## config.mk

```make
export PLATFORM = sky130hd
export DESIGN_NAME = ysyx_25040109_idu_stage
export DESIGN_NICKNAME = d
export VERILOG_FILES = /design/src/rtl/ysyx_25040109_idu_stage.sv
export SDC_FILE = /design/constraint.sdc
export NUM_CORES = 1
export LEC_CHECK = 0
export CELL_PAD_IN_SITES_DETAIL_PLACEMENT = 0
export CELL_PAD_IN_SITES_GLOBAL_PLACEMENT = 1
export CORE_MARGIN = 1.5
export CORE_UTILIZATION = 48
export CTS_CLUSTER_SIZE = 12
export DETAILED_ROUTE_END_ITERATION = 12
export PLACE_DENSITY_LB_ADDON = 0.1
export SYNTH_ARGS = -nofsm -noshare
export SYNTH_HDL_FRONTEND = slang
export SYNTH_SLANG_ARGS = --single-unit
export TNS_END_PERCENT = 5
```

## constraint.sdc

```tcl
create_clock -name clk -period 6.02 [get_ports clk]
set_input_delay 0.602 -clock clk [delete_from_list [all_inputs] [get_ports clk]]
set_output_delay 0.602 -clock clk [all_outputs]
set_load 0.03 [all_outputs]
```

## src/rtl/ysyx_25040109_idu_stage.sv

```systemverilog
`default_nettype none
// ============================================================================
// Module   : ysyx_25040109_idu_stage
// Purpose  : Registered RV32I(+M, +Zicsr) decode stage between IFU and EXU.
//            Fetched {pc, inst} pairs go into a DEPTH-entry circular queue.
//            The queue head is decoded combinationally and captured into a
//            registered bundle that EXU takes over a valid/ready handshake.
// Revision : 1.0 - initial release
// ----------------------------------------------------------------------------
// Ports
//   clk, rst_n          : clock, asynchronous active-low reset
//   flush               : synchronous redirect, empties queue and output reg
//   in_valid/in_ready   : IFU handshake (in_ready = queue not full)
//   in_inst, in_pc      : fetched instruction word and its PC
//   out_valid/out_ready : EXU handshake for the decoded bundle
//   out_pc, out_inst    : PC and raw word of the bundle
//   out_opcode .. out_funct7 : raw instruction fields
//   out_imm             : decoded immediate
//   out_rf_wen, out_is_*: control flags (all zero on an illegal instruction)
//   out_csr_addr        : CSR address for legal CSR ops, else zero
//   out_inst_invalid    : illegal instruction
//   q_count             : queue occupancy (bundle register not included)
// ============================================================================
module ysyx_25040109_idu_stage #(
  parameter int unsigned XLEN     = 32,
  parameter int unsigned DEPTH    = 4,
  parameter int unsigned EN_M     = 1,
  parameter int unsigned EN_ZICSR = 1
) (
  input  logic                     clk,
  input  logic                     rst_n,
  input  logic                     flush,
  input  logic                     in_valid,
  output logic                     in_ready,
  input  logic [31:0]              in_inst,
  input  logic [XLEN-1:0]          in_pc,
  output logic                     out_valid,
  input  logic                     out_ready,
  output logic [XLEN-1:0]          out_pc,
  output logic [31:0]              out_inst,
  output logic [6:0]               out_opcode,
  output logic [4:0]               out_rd,
  output logic [4:0]               out_rs1,
  output logic [4:0]               out_rs2,
  output logic [2:0]               out_funct3,
  output logic [6:0]               out_funct7,
  output logic [31:0]              out_imm,
  output logic                     out_rf_wen,
  output logic                     out_is_load,
  output logic                     out_is_store,
  output logic                     out_is_branch,
  output logic                     out_is_csr,
  output logic                     out_is_ecall,
  output logic                     out_is_ebreak,
  output logic                     out_is_mret,
  output logic [11:0]              out_csr_addr,
  output logic                     out_inst_invalid,
  output logic [$clog2(DEPTH):0]   q_count
);

  localparam int unsigned AW = $clog2(DEPTH);
  localparam int unsigned CW = AW + 1;

  localparam logic [6:0] OPC_LUI    = 7'b0110111;
  localparam logic [6:0] OPC_AUIPC  = 7'b0010111;
  localparam logic [6:0] OPC_JAL    = 7'b1101111;
  localparam logic [6:0] OPC_JALR   = 7'b1100111;
  localparam logic [6:0] OPC_BRANCH = 7'b1100011;
  localparam logic [6:0] OPC_LOAD   = 7'b0000011;
  localparam logic [6:0] OPC_STORE  = 7'b0100011;
  localparam logic [6:0] OPC_OP_IMM = 7'b0010011;
  localparam logic [6:0] OPC_OP     = 7'b0110011;
  localparam logic [6:0] OPC_SYSTEM = 7'b1110011;

  localparam logic [6:0] F7_BASE = 7'b0000000;
  localparam logic [6:0] F7_ALT  = 7'b0100000;
  localparam logic [6:0] F7_MUL  = 7'b0000001;

  // Bit positions inside the registered flag vector.
  localparam int unsigned FL_RF_WEN  = 0;
  localparam int unsigned FL_LOAD    = 1;
  localparam int unsigned FL_STORE   = 2;
  localparam int unsigned FL_BRANCH  = 3;
  localparam int unsigned FL_CSR     = 4;
  localparam int unsigned FL_ECALL   = 5;
  localparam int unsigned FL_EBREAK  = 6;
  localparam int unsigned FL_MRET    = 7;
  localparam int unsigned FL_INVALID = 8;

  // --------------------------------------------------------------------------
  // Queue state
  // --------------------------------------------------------------------------
  logic [XLEN-1:0] pc_mem   [DEPTH];
  logic [31:0]     inst_mem [DEPTH];

  logic [AW-1:0]   wr_ptr_q, wr_ptr_d;
  logic [AW-1:0]   rd_ptr_q, rd_ptr_d;
  logic [CW-1:0]   count_q,  count_d;

  // Output bundle registers. Raw fields are sliced out of inst_q.
  logic            out_valid_q, out_valid_d;
  logic [XLEN-1:0] pc_q,    pc_d;
  logic [31:0]     inst_q,  inst_d;
  logic [31:0]     imm_q,   imm_d;
  logic [8:0]      flags_q, flags_d;

  logic full;
  logic empty;
  logic push;
  logic pop;

  assign full  = (count_q == CW'(DEPTH));
  assign empty = (count_q == '0);

  // Flush wins over both sides of the queue in the same cycle.
  assign push = in_valid && !full && !flush;
  assign pop  = !empty && (!out_valid_q || out_ready) && !flush;

  // --------------------------------------------------------------------------
  // Head decode
  // --------------------------------------------------------------------------
  logic [31:0]     head_inst;
  logic [XLEN-1:0] head_pc;
  logic [6:0]      h_op;
  logic [2:0]      h_f3;
  logic [6:0]      h_f7;
  logic [11:0]     h_f12;

  assign head_inst = inst_mem[rd_ptr_q];
  assign head_pc   = pc_mem[rd_ptr_q];
  assign h_op      = head_inst[6:0];
  assign h_f3      = head_inst[14:12];
  assign h_f7      = head_inst[31:25];
  assign h_f12     = head_inst[31:20];

  logic       dec_legal;
  logic [7:0] dec_raw;     // flags before masking by legality
  logic [8:0] dec_flags;
  logic [31:0] dec_imm;

  always_comb begin
    dec_legal = 1'b0;
    dec_raw   = '0;
    case (h_op)
      OPC_LUI, OPC_AUIPC, OPC_JAL: begin
        dec_legal            = 1'b1;
        dec_raw[FL_RF_WEN]   = 1'b1;
      end
      OPC_JALR: begin
        dec_legal            = (h_f3 == 3'b000);
        dec_raw[FL_RF_WEN]   = 1'b1;
      end
      OPC_LOAD: begin
        dec_legal            = h_f3 inside {3'b000, 3'b001, 3'b010, 3'b100, 3'b101};
        dec_raw[FL_RF_WEN]   = 1'b1;
        dec_raw[FL_LOAD]     = 1'b1;
      end
      OPC_STORE: begin
        dec_legal            = h_f3 inside {3'b000, 3'b001, 3'b010};
        dec_raw[FL_STORE]    = 1'b1;
      end
      OPC_BRANCH: begin
        dec_legal            = !(h_f3 inside {3'b010, 3'b011});
        dec_raw[FL_BRANCH]   = 1'b1;
      end
      OPC_OP_IMM: begin
        // Only the shift encodings constrain funct7 (shamt lives in rs2).
        case (h_f3)
          3'b001:  dec_legal = (h_f7 == F7_BASE);
          3'b101:  dec_legal = (h_f7 == F7_BASE) || (h_f7 == F7_ALT);
          default: dec_legal = 1'b1;
        endcase
        dec_raw[FL_RF_WEN]   = 1'b1;
      end
      OPC_OP: begin
        if (h_f7 == F7_BASE) begin
          dec_legal = 1'b1;
        end else if (h_f7 == F7_ALT) begin
          dec_legal = (h_f3 == 3'b000) || (h_f3 == 3'b101);   // SUB, SRA
        end else if (h_f7 == F7_MUL) begin
          dec_legal = (EN_M != 0);
        end
        dec_raw[FL_RF_WEN]   = 1'b1;
      end
      OPC_SYSTEM: begin
        if (h_f3 == 3'b000) begin
          case (h_f12)
            12'h000: begin dec_legal = 1'b1; dec_raw[FL_ECALL]  = 1'b1; end
            12'h001: begin dec_legal = 1'b1; dec_raw[FL_EBREAK] = 1'b1; end
            12'h302: begin dec_legal = 1'b1; dec_raw[FL_MRET]   = 1'b1; end
            default: dec_legal = 1'b0;
          endcase
        end else if (h_f3 != 3'b100) begin
          dec_legal            = (EN_ZICSR != 0);
          dec_raw[FL_CSR]      = 1'b1;
          dec_raw[FL_RF_WEN]   = 1'b1;
        end
      end
      default: dec_legal = 1'b0;
    endcase
    dec_flags = {!dec_legal, dec_raw & {8{dec_legal}}};
  end

  // The immediate follows the encoding format, independent of legality.
  always_comb begin
    dec_imm = '0;
    case (h_op)
      OPC_OP_IMM, OPC_LOAD, OPC_JALR:
        dec_imm = {{20{head_inst[31]}}, head_inst[31:20]};
      OPC_STORE:
        dec_imm = {{20{head_inst[31]}}, head_inst[31:25], head_inst[11:7]};
      OPC_BRANCH:
        dec_imm = {{19{head_inst[31]}}, head_inst[31], head_inst[7],
                   head_inst[30:25], head_inst[11:8], 1'b0};
      OPC_LUI, OPC_AUIPC:
        dec_imm = {head_inst[31:12], 12'b0};
      OPC_JAL:
        dec_imm = {{11{head_inst[31]}}, head_inst[31], head_inst[19:12],
                   head_inst[20], head_inst[30:21], 1'b0};
      OPC_SYSTEM:
        if (head_inst[14]) dec_imm = {27'b0, head_inst[19:15]};  // zimm forms
      default: dec_imm = '0;
    endcase
  end

  // --------------------------------------------------------------------------
  // Next-state logic
  // --------------------------------------------------------------------------
  always_comb begin
    wr_ptr_d    = wr_ptr_q;
    rd_ptr_d    = rd_ptr_q;
    count_d     = count_q;
    out_valid_d = out_valid_q;
    pc_d        = pc_q;
    inst_d      = inst_q;
    imm_d       = imm_q;
    flags_d     = flags_q;

    if (flush) begin
      wr_ptr_d    = '0;
      rd_ptr_d    = '0;
      count_d     = '0;
      out_valid_d = 1'b0;
    end else begin
      // Pointers are AW bits wide and DEPTH is a power of two, so the
      // increment wraps modulo DEPTH on its own.
      if (push) wr_ptr_d = wr_ptr_q + 1'b1;
      if (pop)  rd_ptr_d = rd_ptr_q + 1'b1;

      case ({push, pop})
        2'b10:   count_d = count_q + 1'b1;
        2'b01:   count_d = count_q - 1'b1;
        default: count_d = count_q;
      endcase

      if (pop) begin
        out_valid_d = 1'b1;
        pc_d        = head_pc;
        inst_d      = head_inst;
        imm_d       = dec_imm;
        flags_d     = dec_flags;
      end else if (out_valid_q && out_ready) begin
        out_valid_d = 1'b0;   // drained; fields keep their last value
      end
    end
  end

  // --------------------------------------------------------------------------
  // Registers
  // --------------------------------------------------------------------------
  // Queue storage carries no reset: an entry is only ever read after it has
  // been written, and the pointers/count define which entries are live.
  always_ff @(posedge clk) begin
    if (push) begin
      pc_mem[wr_ptr_q]   <= in_pc;
      inst_mem[wr_ptr_q] <= in_inst;
    end
  end

  always_ff @(posedge clk or negedge rst_n) begin
    if (!rst_n) begin
      wr_ptr_q    <= '0;
      rd_ptr_q    <= '0;
      count_q     <= '0;
      out_valid_q <= 1'b0;
      pc_q        <= '0;
      inst_q      <= '0;
      imm_q       <= '0;
      flags_q     <= '0;
    end else begin
      wr_ptr_q    <= wr_ptr_d;
      rd_ptr_q    <= rd_ptr_d;
      count_q     <= count_d;
      out_valid_q <= out_valid_d;
      pc_q        <= pc_d;
      inst_q      <= inst_d;
      imm_q       <= imm_d;
      flags_q     <= flags_d;
    end
  end

  // --------------------------------------------------------------------------
  // Outputs
  // --------------------------------------------------------------------------
  assign in_ready         = !full;
  assign q_count          = count_q;
  assign out_valid        = out_valid_q;
  assign out_pc           = pc_q;
  assign out_inst         = inst_q;
  assign out_opcode       = inst_q[6:0];
  assign out_rd           = inst_q[11:7];
  assign out_funct3       = inst_q[14:12];
  assign out_rs1          = inst_q[19:15];
  assign out_rs2          = inst_q[24:20];
  assign out_funct7       = inst_q[31:25];
  assign out_imm          = imm_q;
  assign out_rf_wen       = flags_q[FL_RF_WEN];
  assign out_is_load      = flags_q[FL_LOAD];
  assign out_is_store     = flags_q[FL_STORE];
  assign out_is_branch    = flags_q[FL_BRANCH];
  assign out_is_csr       = flags_q[FL_CSR];
  assign out_is_ecall     = flags_q[FL_ECALL];
  assign out_is_ebreak    = flags_q[FL_EBREAK];
  assign out_is_mret      = flags_q[FL_MRET];
  assign out_inst_invalid = flags_q[FL_INVALID];
  assign out_csr_addr     = flags_q[FL_CSR] ? inst_q[31:20] : 12'd0;

endmodule
`default_nettype wire

```

==> run_results.csv <==
group,metric,value,unit
cts,htree_levels,2,
floorplanning,initial_utilization,48.91,%
floorplanning,die_area,31420,um2
cts,clockBufferDepth,3,
logic_synthesis,synth.yosys.seq_area_share,72.15,%
logic_synthesis,syn-cell-area,14570,um2
final_layout,fin_cells,1533,
drt,drt_iter0_drc,572,
logic_synthesis,ys_types,58,
logic_synthesis,synth_cells,919,
global_route,first_global_vias,8465,
cts,clk_latency,0.53,ns
logic_synthesis,synth_edf_count,256,
worst_setup_path,rrSetupSlack,2.47,ns
final_layout,mostFrequentLayoutCells,"edfxtp_1 (256), clkdlybuf4s50_1 (221), nand2_1 (219)",
placement,dp_cells,1460,
timing,rsz0062_at_grt,"false",
timing,skew,0.02025,ns
final_layout,multiInputGateArea,3575,um2
power,cellPowerDensity,489.9,nW/um2
drt,viasPerCell,5.341,
timing,setup_viol,0,
cts,clkSinkCount,369,
flow_run,maxCapViolCount,0,
logic_synthesis,syn_avg_cell_area,15.86,um2
global_route,grt_util_all_layers,21.46,%
placement,port-buffer-count,222,
global_route,grt_pass1_wl,50270,um
final_layout,seq_area,10520,um2
power,ir_drop,271.7,uV
timing,final-hold-violation-count,0,
floorplanning,core_area,29800,um2
floorplanning,fp.dieW,177.3,um
logic_synthesis,synth_seq_cells,369,
final_layout,syn2layout_area_growth,23.85,%
logic_synthesis,synth-async-reset-ratio,30.62,%
worst_setup_path,crit_fanout,38,
drt,post-route-drc-count,0,
logic_synthesis,synth.net_count,993,
placement,globalplace.congestion,0.8092,
worst_setup_path,cp-end-kind,"flop",
hold_path,hp-class,"input port to asynchronous set/reset pin",
final_layout,nFillCells,2305,
cts,cts_buffers,39,
cts,clock-root-buffer,"clkbuf_16",
worst_setup_path,start_kind,"flop",
logic_synthesis,yosys_warnings,0,
drt,routed_wl,32640,um
timing,tns,0,ns
global_route,antenna_found_initial,2,
drt,dr.pass1.iters,5,
floorplanning,io_pins,223,
cts,cts_tree,"built",
placement,hpwl,20010,um
drt,vias,8187,
run_status,status,"finished clean",
worst_setup_path,crit_arrival,3.98,ns
final_layout,layout_commonest_cell,"edfxtp_1",
worst_setup_path,worstPathRequired,6.45,ns
drt,wire_per_inst,21.29,um
global_route,grt-ovfl-total,0,
timing,worst_slew_margin_rel,28.28,%
global_route,grt_max_degree,71,
cts,cts_hold_buffers,0,
drt,ant_nets,0,
cts,clk_pin_slew_worst_paths,0.06,ns
floorplanning,rows,63,
final_layout,final_nets,1185,
cts,cts_setup_buffers,0,
timing,tightestPinTransition,1.076,ns
floorplanning,fp.dieH,177.3,um
cts,cts.repair.resized,0,
logic_synthesis,yosys_most_used_dff,"edfxtp_1",
timing,min_period,3.546,ns
power,p_leak,6.659,nW
timing,final_max_slew_viol_count,0,
final_layout,layout-drive-gt1-share,12.17,%
timing,fmax,0.2820,GHz
timing,period_share,58.91,%
worst_setup_path,critPathKind,"flop to flop",
-- state kept, by name, indices dropped and copies added (netlist names) --
| name | count |
|---|---|
| q_count | 3 |
| flags_q | 9 |
| out_valid | 1 |
| out_pc | 32 |
| inst_mem | 128 |
| pc_mem | 128 |
| rd_ptr_q | 2 |
| out_imm | 32 |
| out_inst | 32 |
| wr_ptr_q | 2 |
-- logic make-up (layout without fill, tap and decap cells) --
group                    count (synthesis)  in the layout  share of synthesized area (%)
AO/OA/AOI/OAI                           71             71                          3.451
other                                    0              1                              0
multiplexers                            73             73                          10.72
buffers and inverters                   81            304                          3.494
XOR/XNOR                                 7              7                         0.4207
AND/OR/NAND/NOR                        313            313                          9.281
flip-flops                             369            369                          72.15
adder cells (fa/ha/maj)                  5              5                         0.4808
-- cells in the mapped netlist, types with 6 or more instances --
| library cell | count | share of area (%) |
|---|---|---|
| a21o_1 | 9 | 0.46 |
| a21oi_1 | 24 | 0.82 |
| a22o_1 | 8 | 0.48 |
| and2_1 | 17 | 0.73 |
| buf_2 | 10 | 0.34 |
| buf_4 | 35 | 1.8 |
| clkbuf_1 | 22 | 0.57 |
| dfrtp_1 | 113 | 19 |
| edfxtp_1 | 256 | 53 |
| mux2_2 | 7 | 0.54 |
| mux4_1 | 6 | 1.1 |
| mux4_2 | 58 | 9.0 |
| nand2_1 | 219 | 5.6 |
| nand3_1 | 8 | 0.27 |
| nor2_1 | 34 | 0.88 |
| nor3_1 | 6 | 0.21 |
-- report_power, final --
group / internal (mW) / switching [mW]
sequential: 3.15 / 0.394
clock: 1.27 / 0.935
combinational: 1.28 / 1.81
-- path summary, 6_finish.rpt --
check,to,startpoint,depth (start not counted)
setup / recovery,out_imm[30],rd_ptr_q[0],6
hold / removal,out_inst[4],rst_n,1
setup reg to reg,out_imm[30],rd_ptr_q[0],6
hold reg to reg,out_pc[18],out_pc[18],2
max in group asynchronous,out_pc[20],rst_n,2
min in group clk,out_pc[18],out_pc[18],2
-- per-layer routing --
metal	vias up	global-route usage [%]	wire length [um]
li1	3740	-	-
met1	4143	29.57	14280
met2	265	35.12	15670
met3	39	4.682	2080
met4	0	5.077	607
met5	-	0	0
-- stage by stage --
stage | power [mW] | cell area, um2 | hold WS, ns | setup slack [ns] | util, %
2_1_floorplan | 5.552 | 14570 | 0.3064 | 2.806 | -
3_3_place_gp | 6.697 | 16880 | 0.4605 | 2.465 | 56.64
3_5_place_dp | 6.719 | 16880 | 0.4617 | 2.422 | 56.64
4_1_cts | 8.927 | 18050 | 0.03660 | 2.422 | 60.57
5_1_grt | 9.276 | 18050 | 0.04969 | 2.171 | 60.58
6_report | 8.842 | 18050 | 0.02459 | 2.474 | 60.58
-- critical path, cell delays in order (launching register included) --
cell and delay (ns):
dfrtp_4 0.91, mux4_1 0.83, nand4bb_1 0.49, nor2_1 0.61
o21a_1 0.22, nor2_1 0.17, a21oi_1 0.22
-- area by class of cell --
type,instances,share of cell area (%)
multi-input combinational,469,19.80
timing repair buffer,227,12.60
sequential,369,58.30
clock inverter,10,0.3189
tap,390,2.703
clock buffer,62,6.163
inverter,5,0.1040
antenna,1,0.01386
No activity file was read; power rests on OpenSTA's default activity.
